File: src/rtl/gal_olmc_cfg_loader_pkg.sv
// gal_cfg_pkg: shared definitions for the GAL OLMC configuration loader.
//   SYNC          - frame sync byte that opens every configuration image
//   gal_state_e   - loader FSM states
//   nbytes()      - number of stream bytes needed to carry a cfg_w-bit image
//   REG_BIT/INV_BIT - positions of the mode bits inside one OLMC field
package gal_cfg_pkg;

    localparam logic [7:0] SYNC = 8'hA5;

    // Mode-bit positions within CFG[i*BITS_PER_OLMC +: BITS_PER_OLMC].
    localparam int REG_BIT = 0;
    localparam int INV_BIT = 1;

    typedef enum logic [2:0] {
        IDLE   = 3'd0,
        HDR    = 3'd1,
        LOAD   = 3'd2,
        CHK    = 3'd3,
        COMMIT = 3'd4,
        ERROR  = 3'd5
    } gal_state_e;

    function automatic int nbytes(input int cfg_w);
        return (cfg_w + 7) / 8;
    endfunction

endpackage

File: src/rtl/gal_olmc_cfg_loader_if.sv
// gal_cfg_stream_if: byte stream from the host into the configuration loader.
//   S_DATA  - stream byte
//   S_VALID - S_DATA valid
//   S_READY - loader accepts a byte this cycle
// Handshake: a byte transfers on a rising clock edge where S_VALID && S_READY
// are both high; S_DATA is don't-care otherwise. The host may hold or drop
// S_VALID freely; S_READY is a registered function of loader state only.
interface gal_cfg_stream_if;
    logic [7:0] S_DATA;
    logic       S_VALID;
    logic       S_READY;

    modport master (output S_DATA, output S_VALID, input S_READY);
    modport slave  (input S_DATA, input S_VALID, output S_READY);
endinterface

File: src/rtl/gal_olmc_cfg_loader_shadow.sv
// gal_cfg_shadow: byte-addressed shadow register plus running XOR checksum.
//   clk, rst_n - clock, asynchronous active-low reset
//   clr        - zero shadow and accumulator (priority over wr_en)
//   wr_en      - write wr_byte into byte lane wr_idx and fold it into acc
//   wr_idx     - byte lane, LSB-first
//   wr_byte    - data byte
//   shadow     - assembled image (bits above W in the top lane are dropped)
//   acc        - XOR of every byte written since the last clear
module gal_cfg_shadow
    import gal_cfg_pkg::*;
#(
    parameter  int W  = 16,
    localparam int NB = nbytes(W),
    localparam int CW = $clog2(NB + 1)
) (
    input  logic          clk,
    input  logic          rst_n,
    input  logic          clr,
    input  logic          wr_en,
    input  logic [CW-1:0] wr_idx,
    input  logic [7:0]    wr_byte,
    output logic [W-1:0]  shadow,
    output logic [7:0]    acc
);

    logic [W-1:0]    shadow_q, shadow_d;
    logic [7:0]      acc_q, acc_d;
    logic [NB*8-1:0] wide;

    always_ff @(posedge clk or negedge rst_n) begin
        if (!rst_n) begin
            shadow_q <= '0;
            acc_q    <= '0;
        end else begin
            shadow_q <= shadow_d;
            acc_q    <= acc_d;
        end
    end

    always_comb begin
        wide          = '0;
        wide[W-1:0]   = shadow_q;
        acc_d         = acc_q;
        if (clr) begin
            wide  = '0;
            acc_d = '0;
        end else if (wr_en) begin
            // The full byte always enters the checksum, even where its
            // upper bits have no home in the shadow.
            acc_d = acc_q ^ wr_byte;
            for (int k = 0; k < NB; k++) begin
                if (wr_idx == CW'(k)) wide[k*8 +: 8] = wr_byte;
            end
        end
        shadow_d = wide[W-1:0];
    end

    assign shadow = shadow_q;
    assign acc    = acc_q;

endmodule

File: src/rtl/gal_olmc_cfg_loader.sv
// gal_olmc_cfg_loader: framed byte-stream loader for the GAL OLMC mode bits.
// Frame = SYNC, NBYTES payload bytes (LSB-first), XOR checksum of payload.
// The image is built in a shadow register and copied to CFG in one step only
// when the checksum matches, so the OLMC array never sees a partial image.
//   C, R_N    - clock, asynchronous active-low reset
//   START     - begin a load (IDLE only); clears ERR
//   ABORT     - back to IDLE without touching CFG/ERR (ignored in COMMIT)
//   s         - byte stream (slave side)
//   CFG       - committed configuration, OLMC i at [i*BITS_PER_OLMC +: BITS_PER_OLMC]
//   BUSY      - not IDLE
//   DONE      - one-cycle pulse, coincident with the new CFG
//   ERR       - sticky sync/checksum error flag
//   STATE_DBG - current FSM state
module gal_olmc_cfg_loader
    import gal_cfg_pkg::*;
#(
    parameter  int                 N_OLMC        = 8,
    parameter  int                 BITS_PER_OLMC = 2,
    localparam int                 CFG_W         = N_OLMC * BITS_PER_OLMC,
    parameter  logic [CFG_W-1:0]   CFG_RESET     = '0,
    localparam int                 NB            = nbytes(CFG_W),
    localparam int                 CW            = $clog2(NB + 1)
) (
    input  logic             C,
    input  logic             R_N,
    input  logic             START,
    input  logic             ABORT,
    gal_cfg_stream_if.slave  s,
    output logic [CFG_W-1:0] CFG,
    output logic             BUSY,
    output logic             DONE,
    output logic             ERR,
    output gal_state_e       STATE_DBG
);

    gal_state_e       state_q, state_d;
    logic [CW-1:0]    cnt_q, cnt_d;
    logic [CFG_W-1:0] cfg_q, cfg_d;
    logic             err_q, err_d;
    logic             s_ready_q, s_ready_d;

    logic             sh_clr, sh_wr, take;
    logic [CFG_W-1:0] sh_image;
    logic [7:0]       sh_acc;

    gal_cfg_shadow #(.W(CFG_W)) u_shadow (
        .clk     (C),
        .rst_n   (R_N),
        .clr     (sh_clr),
        .wr_en   (sh_wr),
        .wr_idx  (cnt_q),
        .wr_byte (s.S_DATA),
        .shadow  (sh_image),
        .acc     (sh_acc)
    );

    // State register
    always_ff @(posedge C or negedge R_N) begin
        if (!R_N) begin
            state_q   <= IDLE;
            cnt_q     <= '0;
            cfg_q     <= CFG_RESET;
            err_q     <= 1'b0;
            s_ready_q <= 1'b0;
        end else begin
            state_q   <= state_d;
            cnt_q     <= cnt_d;
            cfg_q     <= cfg_d;
            err_q     <= err_d;
            s_ready_q <= s_ready_d;
        end
    end

    // Next state. ABORT outranks consumption, so a byte offered alongside
    // ABORT is never taken.
    always_comb begin
        state_d = state_q;
        cnt_d   = cnt_q;
        cfg_d   = cfg_q;
        err_d   = err_q;
        sh_clr  = 1'b0;
        sh_wr   = 1'b0;
        take    = s.S_VALID && s_ready_q && !ABORT;
        unique case (state_q)
            IDLE: begin
                if (START && !ABORT) begin
                    state_d = HDR;
                    cnt_d   = '0;
                    err_d   = 1'b0;
                    sh_clr  = 1'b1;
                end
            end
            HDR: begin
                if (ABORT)     state_d = IDLE;
                else if (take) state_d = (s.S_DATA == SYNC) ? LOAD : ERROR;
            end
            LOAD: begin
                if (ABORT) begin
                    state_d = IDLE;
                end else if (take) begin
                    sh_wr = 1'b1;
                    cnt_d = cnt_q + 1'b1;
                    if (cnt_q == CW'(NB - 1)) state_d = CHK;
                end
            end
            CHK: begin
                if (ABORT) begin
                    state_d = IDLE;
                end else if (take) begin
                    // CFG is loaded on the same edge that enters COMMIT so
                    // DONE (decoded from COMMIT) lines up with the new CFG.
                    if (s.S_DATA == sh_acc) begin
                        state_d = COMMIT;
                        cfg_d   = sh_image;
                    end else begin
                        state_d = ERROR;
                    end
                end
            end
            COMMIT: state_d = IDLE;
            ERROR: begin
                err_d   = 1'b1;
                state_d = IDLE;
            end
            default: state_d = IDLE;
        endcase
        s_ready_d = (state_d == HDR) || (state_d == LOAD) || (state_d == CHK);
    end

    // Outputs
    always_comb begin
        s.S_READY = s_ready_q;
        CFG       = cfg_q;
        ERR       = err_q;
        BUSY      = (state_q != IDLE);
        DONE      = (state_q == COMMIT);
        STATE_DBG = state_q;
    end

endmodule

File: src/flat_wrapper.sv
// flat-port wrapper written by rule: the top's interface ports become plain ports
module gal_olmc_cfg_loader_flat import gal_cfg_pkg::*;
#(
    parameter  int                 N_OLMC        = 8,
    parameter  int                 BITS_PER_OLMC = 2,
    localparam int                 CFG_W         = N_OLMC * BITS_PER_OLMC,
    parameter  logic [CFG_W-1:0]   CFG_RESET     = '0,
    localparam int                 NB            = nbytes(CFG_W),
    localparam int                 CW            = $clog2(NB + 1)
)
  (C, R_N, START, ABORT, CFG, BUSY, DONE, ERR, STATE_DBG, s_S_DATA, s_S_VALID, s_S_READY);
  gal_cfg_stream_if s_i ();
  input  logic C;
  input  logic R_N;
  input  logic START;
  input  logic ABORT;
  output logic [CFG_W-1:0] CFG;
  output logic BUSY;
  output logic DONE;
  output logic ERR;
  output gal_state_e STATE_DBG;
  input wire logic [$bits(s_i.S_DATA)-1:0] s_S_DATA;
  input wire logic [$bits(s_i.S_VALID)-1:0] s_S_VALID;
  output wire logic [$bits(s_i.S_READY)-1:0] s_S_READY;
  assign s_i.S_DATA = s_S_DATA;
  assign s_i.S_VALID = s_S_VALID;
  assign s_S_READY = s_i.S_READY;
  gal_olmc_cfg_loader #(.N_OLMC(N_OLMC), .BITS_PER_OLMC(BITS_PER_OLMC), .CFG_RESET(CFG_RESET)) u_core (.C(C), .R_N(R_N), .START(START), .ABORT(ABORT), .s(s_i), .CFG(CFG), .BUSY(BUSY), .DONE(DONE), .ERR(ERR), .STATE_DBG(STATE_DBG));
endmodule
File: config.mk
export PLATFORM = sky130hd
export DESIGN_NAME = gal_olmc_cfg_loader_flat
export DESIGN_NICKNAME = d
export VERILOG_FILES = /design/src/rtl/gal_olmc_cfg_loader_pkg.sv /design/src/rtl/gal_olmc_cfg_loader_if.sv /design/src/rtl/gal_olmc_cfg_loader_shadow.sv /design/src/rtl/gal_olmc_cfg_loader.sv /design/src/flat_wrapper.sv
export SDC_FILE = /design/constraint.sdc
export NUM_CORES = 1
export LEC_CHECK = 0
export CAP_MARGIN = 20
export CORE_ASPECT_RATIO = 1.25
export CORE_UTILIZATION = 55
export CTS_CLUSTER_SIZE = 40
export DETAILED_ROUTE_END_ITERATION = 6
export PLACE_DENSITY = 0.93
export SLEW_MARGIN = 5
export SYNTH_ARGS = -nofsm -noshare
export SYNTH_HDL_FRONTEND = slang
export SYNTH_SLANG_ARGS = --single-unit
File: constraint.sdc
create_clock -name C -period 2.8 [get_ports C]
set_clock_uncertainty 0.05 [all_clocks]
set_input_delay 0.7 -clock C [delete_from_list [all_inputs] [get_ports C]]
set_output_delay 0.7 -clock C [all_outputs]
set_load 0.02 [all_outputs]
Yosys cells after proc, flatten, opt, wreduce, memory -nomap -nowiden
Index checks and enable logic that the tools add are counted.

Bits in registers: 47. Bits of input ports: 13. Output and inout bits: 23. Word-level logic and storage cells: 72.

$add $sub $neg: 1. Eq/ne operators: 14. Multiplexer cells: 28. Bitwise gates (word level): 2. Reductions and logical operators: 19.

Operators with widths (number): $mux W16 (2); $mux W8 (4); $mux W3 (9); $eq A3 B2 Y1 const B (4); $pmux W3 S4 (1); $reduce_bool A2 Y1 (5); $eq A8 B8 Y1 (1); $eq A8 B8 Y1 const B (1); $reduce_and A4 Y1 (2); $xor A8 B8 Y8 (1); $mux W1 (7); $eq A3 B1 Y1 const B (2); $eq A3 B3 Y1 const B (2); $mux W2 (3); $reduce_and A2 Y1 (3); $ne A2 B1 Y1 const B (2); $pmux W2 S2 (1); $logic_and A1 B1 Y1 (3); $logic_not A3 Y1 (1); $reduce_bool A3 Y1 (1); $add A2 B1 Y2 const B (1); $eq A2 B1 Y1 const B (1); $logic_not A2 Y1 (1); $logic_or A1 B1 Y1 (2); other kinds (4) (4).

Logic depth before layout (Yosys ltp)
Word-level depth: 8. Depth in mapped cells: 7. Depth with buffers taken out: 4.

Modules after synthesis
Synthesis repeated with hierarchy kept, for this count alone.

Cells, all modules: 188. Area total of the unflattened synthesis: 2329.7 µm².

Modules (own cells, without submodules): gal_olmc_cfg_loader (times used 1, cells an instance 89, area each 1169.9 µm², seq. area each 575.6 µm²); gal_cfg_shadow (times used 1, cells an instance 99, area each 1159.9 µm², seq. area each 600.6 µm²).

Worst setup path after synthesis
Ideal clock, no wire load.

Path type: input to register. Start point: input port ABORT. End point: register u_core.cfg_q[10] (netlist: u_core.CFG[10]). Setup time: 0.125 ns. Arrival time: 2.060 ns. Data required time: 2.625 ns. Slack: 0.565 ns. Stages: 6. Buffers on the path: 2. Cell sequence: and3b_1 -> nand3_1 -> or4_4 -> buf_6 -> buf_8 -> mux2_4.

Cells in the longest elaborated chain, start to end: 3. Elaborated cells on any way between the ends: 4. Those cells by class: bitwise: 1; reduce/logical: 3.

RTL lines: start, declared (line flat_wrapper.sv:16) `input logic ABORT;`; $logic_not A1 Y1 (line gal_olmc_cfg_loader.sv:83) `take = s.S_VALID && s_ready_q && !ABORT;`; $logic_and A1 B1 Y1 (line gal_olmc_cfg_loader.sv:83); $reduce_and A4 Y1 (no line) (*); end signal, assigned (line gal_olmc_cfg_loader.sv:68) `cfg_q <= cfg_d;`; end, declared (line gal_olmc_cfg_loader.sv:38) `logic [CFG_W-1:0] cfg_q, cfg_d;`.

Mark *: on every way between the ends. The rest lies on a longest branch, timed or not. A chain may end at the register's enable or synchronous reset.

Final worst setup path
Start point: input port s_S_DATA[7]. End point: register u_core.s_ready_q (netlist: u_core.s.S_READY).

Cells in the longest elaborated chain, start to end: 8. Elaborated cells on any way between the ends: 14. Those cells by class: eq/ne: 5; mux: 7; reduce/logical: 2.

RTL lines: start, declared (line flat_wrapper.sv:22) `input wire logic [$bits(s_i.S_DATA)-1:0] s_S_DATA;`; $eq A8 B8 Y1 (on tied branches) (line gal_olmc_cfg_loader.sv:112, gal_olmc_cfg_loader.sv:95); $mux W1 or $mux W3 (tied branches) (line gal_olmc_cfg_loader.sv:112, gal_olmc_cfg_loader.sv:95); $mux W3 (on tied branches) (line gal_olmc_cfg_loader.sv:109, gal_olmc_cfg_loader.sv:95); $mux W3 (on tied branches) (line gal_olmc_cfg_loader.sv:107, gal_olmc_cfg_loader.sv:94); $pmux W3 S4 (*) (line gal_olmc_cfg_loader.sv:84) `unique case (state_q)`; $eq A3 B1 Y1 or $eq A3 B2 Y1 (tied branches) (line gal_olmc_cfg_loader.sv:127) `s_ready_d = (state_d == HDR) || (state_d == LOAD) || (state_d == CHK);`; $logic_or A1 B1 Y1 (line gal_olmc_cfg_loader.sv:127); $logic_or A1 B1 Y1 (*) (line gal_olmc_cfg_loader.sv:127); via u_core.s_ready_d (line gal_olmc_cfg_loader.sv:40) `logic s_ready_q, s_ready_d;`; end signal, assigned (line gal_olmc_cfg_loader.sv:70) `s_ready_q <= s_ready_d;`; end, declared (line gal_olmc_cfg_loader.sv:40).

The timed path passes the listed nets; every way through them passes the cells marked *.

==> out/results.tsv <==
metric	value	unit
yosys.area.top_type	dfrtp_1	
required	2.92	ns
crit_fanout	4	
fp.dieW	57.58	um
clk_transition_reported_paths	0.08	ns
status	complete, but fails checks	
hpwl	3379	um
async_flop_share	100.0	%
area_growth_syn_to_layout	26.46	%
p_leak	1.217	nW
clockBufferDepth	2	
cts_tree	done	
min_period_over_period	90.63	%
first_pass_iters	6	
rsz0062_at_grt	no	
fin_crit	2.538	ns
hp-class	in2async	
antennaDiodeCount	0	
fmax	0.3941	GHz
vdd_ir_drop_max	0.4138	mV
first_iter_violations	64	
violations	DRC	
setup_viol	0	
post-cts-setup-buffers	0	
num_io_pins	36	
cts.htree.levels	2	
clock-sinks	47	
drtAntennaViolNets	0	
worstMarginPinSlew	0.6792	ns
cp-start-kind	input port	
finalNetCount	232	
ys_types	35	
startpoint	s_S_DATA[7]	
slew_viol_final	0	
syn_inst	172	
cts_root_buffer	clkbuf_8	
cp-end-kind	register	
ys_seq_area_share	55.39	%
synthTopCellsByArea	dfrtp_1 55%, a32o_1 7.5%, mux2_4 7.1%	
die-area	4115	um^2
synth_edf_count	0	
clk_latency	0.30	ns
fp.dieH	71.47	um
core_area	3573	um^2
first_global_vias	1633	
drive_gt1_share	18.81	%
relSlewSlack	54.72	%
start_util	59.42	%
synth-main-ff-cell	dfrtp_1	
crit_chain	clkdlybuf4s50_1 > buf_4 > nor4bb_1 > nand3_1 > a221oi_1 > a31oi_1	
syn-num-nets	187	
critPathBufInv	2	
cts_made_buffers	5	
cp_slowest_stage_delay	0.56	ns
fin_setup_tns	0	ns
vias	1620	
worstPathArrival	2.66	ns
final_common_cell	dfrtp_1	
place_congestion	0.8878	
utilization	75.14	%
grt_max_degree	35	
synth_seq_cells	47	
reg2reg_from	u_core.STATE_DBG[2]$_DFF_PN0_	
wire_per_inst	18.54	um
overflow	0	
cap_viol_max_count	0	
cp_top_family	buffers and inverters	
placementRows	24	
track_usage	25.97	%
powerDensity	515.5	nW/um^2
route.detailed.drc	4	
synth_area_per_cell	12.34	um^2
wirelength	4765	um
crit_slowest_cell	clkdlybuf4s50_1	
mappedNetlistArea	2123	um^2
via_per_inst	6.304	
hold_viol	0	
antenna_found_initial	0	
layout_common_cells	47 x dfrtp_1, 34 x clkdlybuf4s50_1, 18 x o21ai_0	
yosysWarnings	0	
crit_type	in2reg	
ctsHoldBuffers	0	
port_buffers	35	
ctsResizeCount	0	
synthDominantCellAreaShare	55.39	%
grt_pass1_wl	7941	um
[worst reg2reg max path: cells and delay by family (launching register included)]
family          cells  cell delay (ns)
simple gates        2             0.79
flops               1             0.44
compound gates      2             0.60
[cell type report]
cell class              count  area (um^2)
multi-input cells         110        865.8
well taps                  39        48.80
fillers                   215        888.4
clock inverters             2        60.06
clock buffers               6        72.57
flip-flops and latches     47         1176
repair buffers             48        442.9
inverters                   5        18.77
[routing by layer]
metal	global-route usage [%]	vias up	wire, um	part of all wire, %
met4	14.36	0	163	3.4
li1	-	729	-	-
met2	40.70	74	2441	51
met1	33.09	803	1893	40
met5	0	-	0	0
met3	6.137	14	267	5.6
[Yosys cell counts, drive strengths merged, types with 2 or more instances]
cell type,number
dfrtp,47
o21ai,18
mux2,17
a32o,16
nand2,11
nor3,9
xnor2,8
buf,7
inv,5
nand3,4
clkbuf,3
nor2,3
nor4bb,3
a21oi,2
ha,2
[where the power goes]
part	switching, mW	internal, mW
sequential	0.00716	0.683
clock	0.225	0.357
combinational	0.0632	0.0488
[per-stage QoR]
stage | area (um^2) | instances | total power, mW | hold WS [ns] | setup slack [ns]
final | 2685 | 257 | 1.384 | 0.2267 | 0.2624
after detailed placement | 2552 | 249 | 0.8139 | 0.4352 | 0.04659
after floorplan | 2123 | 172 | 0.7416 | 0.3544 | 0.5652
after global placement | 2552 | 249 | 0.8112 | 0.4221 | 0.07775
after CTS | 2685 | 257 | 1.387 | 0.2324 | 0.2954
after global routing | 2685 | 257 | 1.429 | 0.2377 | 0.2247
[path summary, 6_finish.rpt]
| check | end | slack (ns) | cells past startpoint |
|---|---|---|---|
| max | u_core.s.S_READY$_DFF_PN0_ | 0.26 | 6 |
| min | u_core.CFG[15]$_DFFE_PN0P_ | 0.23 | 1 |
| max in group asynchronous | u_core.u_shadow.acc[4]$_DFFE_PN0P_ | 1.75 | 2 |
| max reg2reg | u_core.u_shadow.shadow[10]$_DFFE_PN0P_ | 0.81 | 4 |
| min in group C | u_core.cnt_q[1]$_DFFE_PN0P_ | 0.46 | 1 |
| min reg2reg | u_core.cnt_q[1]$_DFFE_PN0P_ | 0.46 | 1 |
[cell families after synthesis]
logic type                 Yosys count  synth area share [%]
xor gates and xnor gates             8                 3.300
muxes                               17                 10.78
and+or+nand+nor                     41                 10.90
AOI/OAI and AO/OA                   42                 14.61
DFF                                 47                 55.39
buffers and inverters               15                 3.830
adders and majority gates            2                 1.178
[registers in the layout, indices dropped and copies added (netlist names)]
| signal | flops |
|---|---|
| u_core.CFG | 16 |
| u_core.ERR | 1 |
| u_core.STATE_DBG | 3 |
| u_core.cnt_q | 2 |
| u_core.s.S_READY | 1 |
| u_core.u_shadow.acc | 8 |
| u_core.u_shadow.shadow | 16 |
Note: power is estimated with default switching activity, not from simulation.
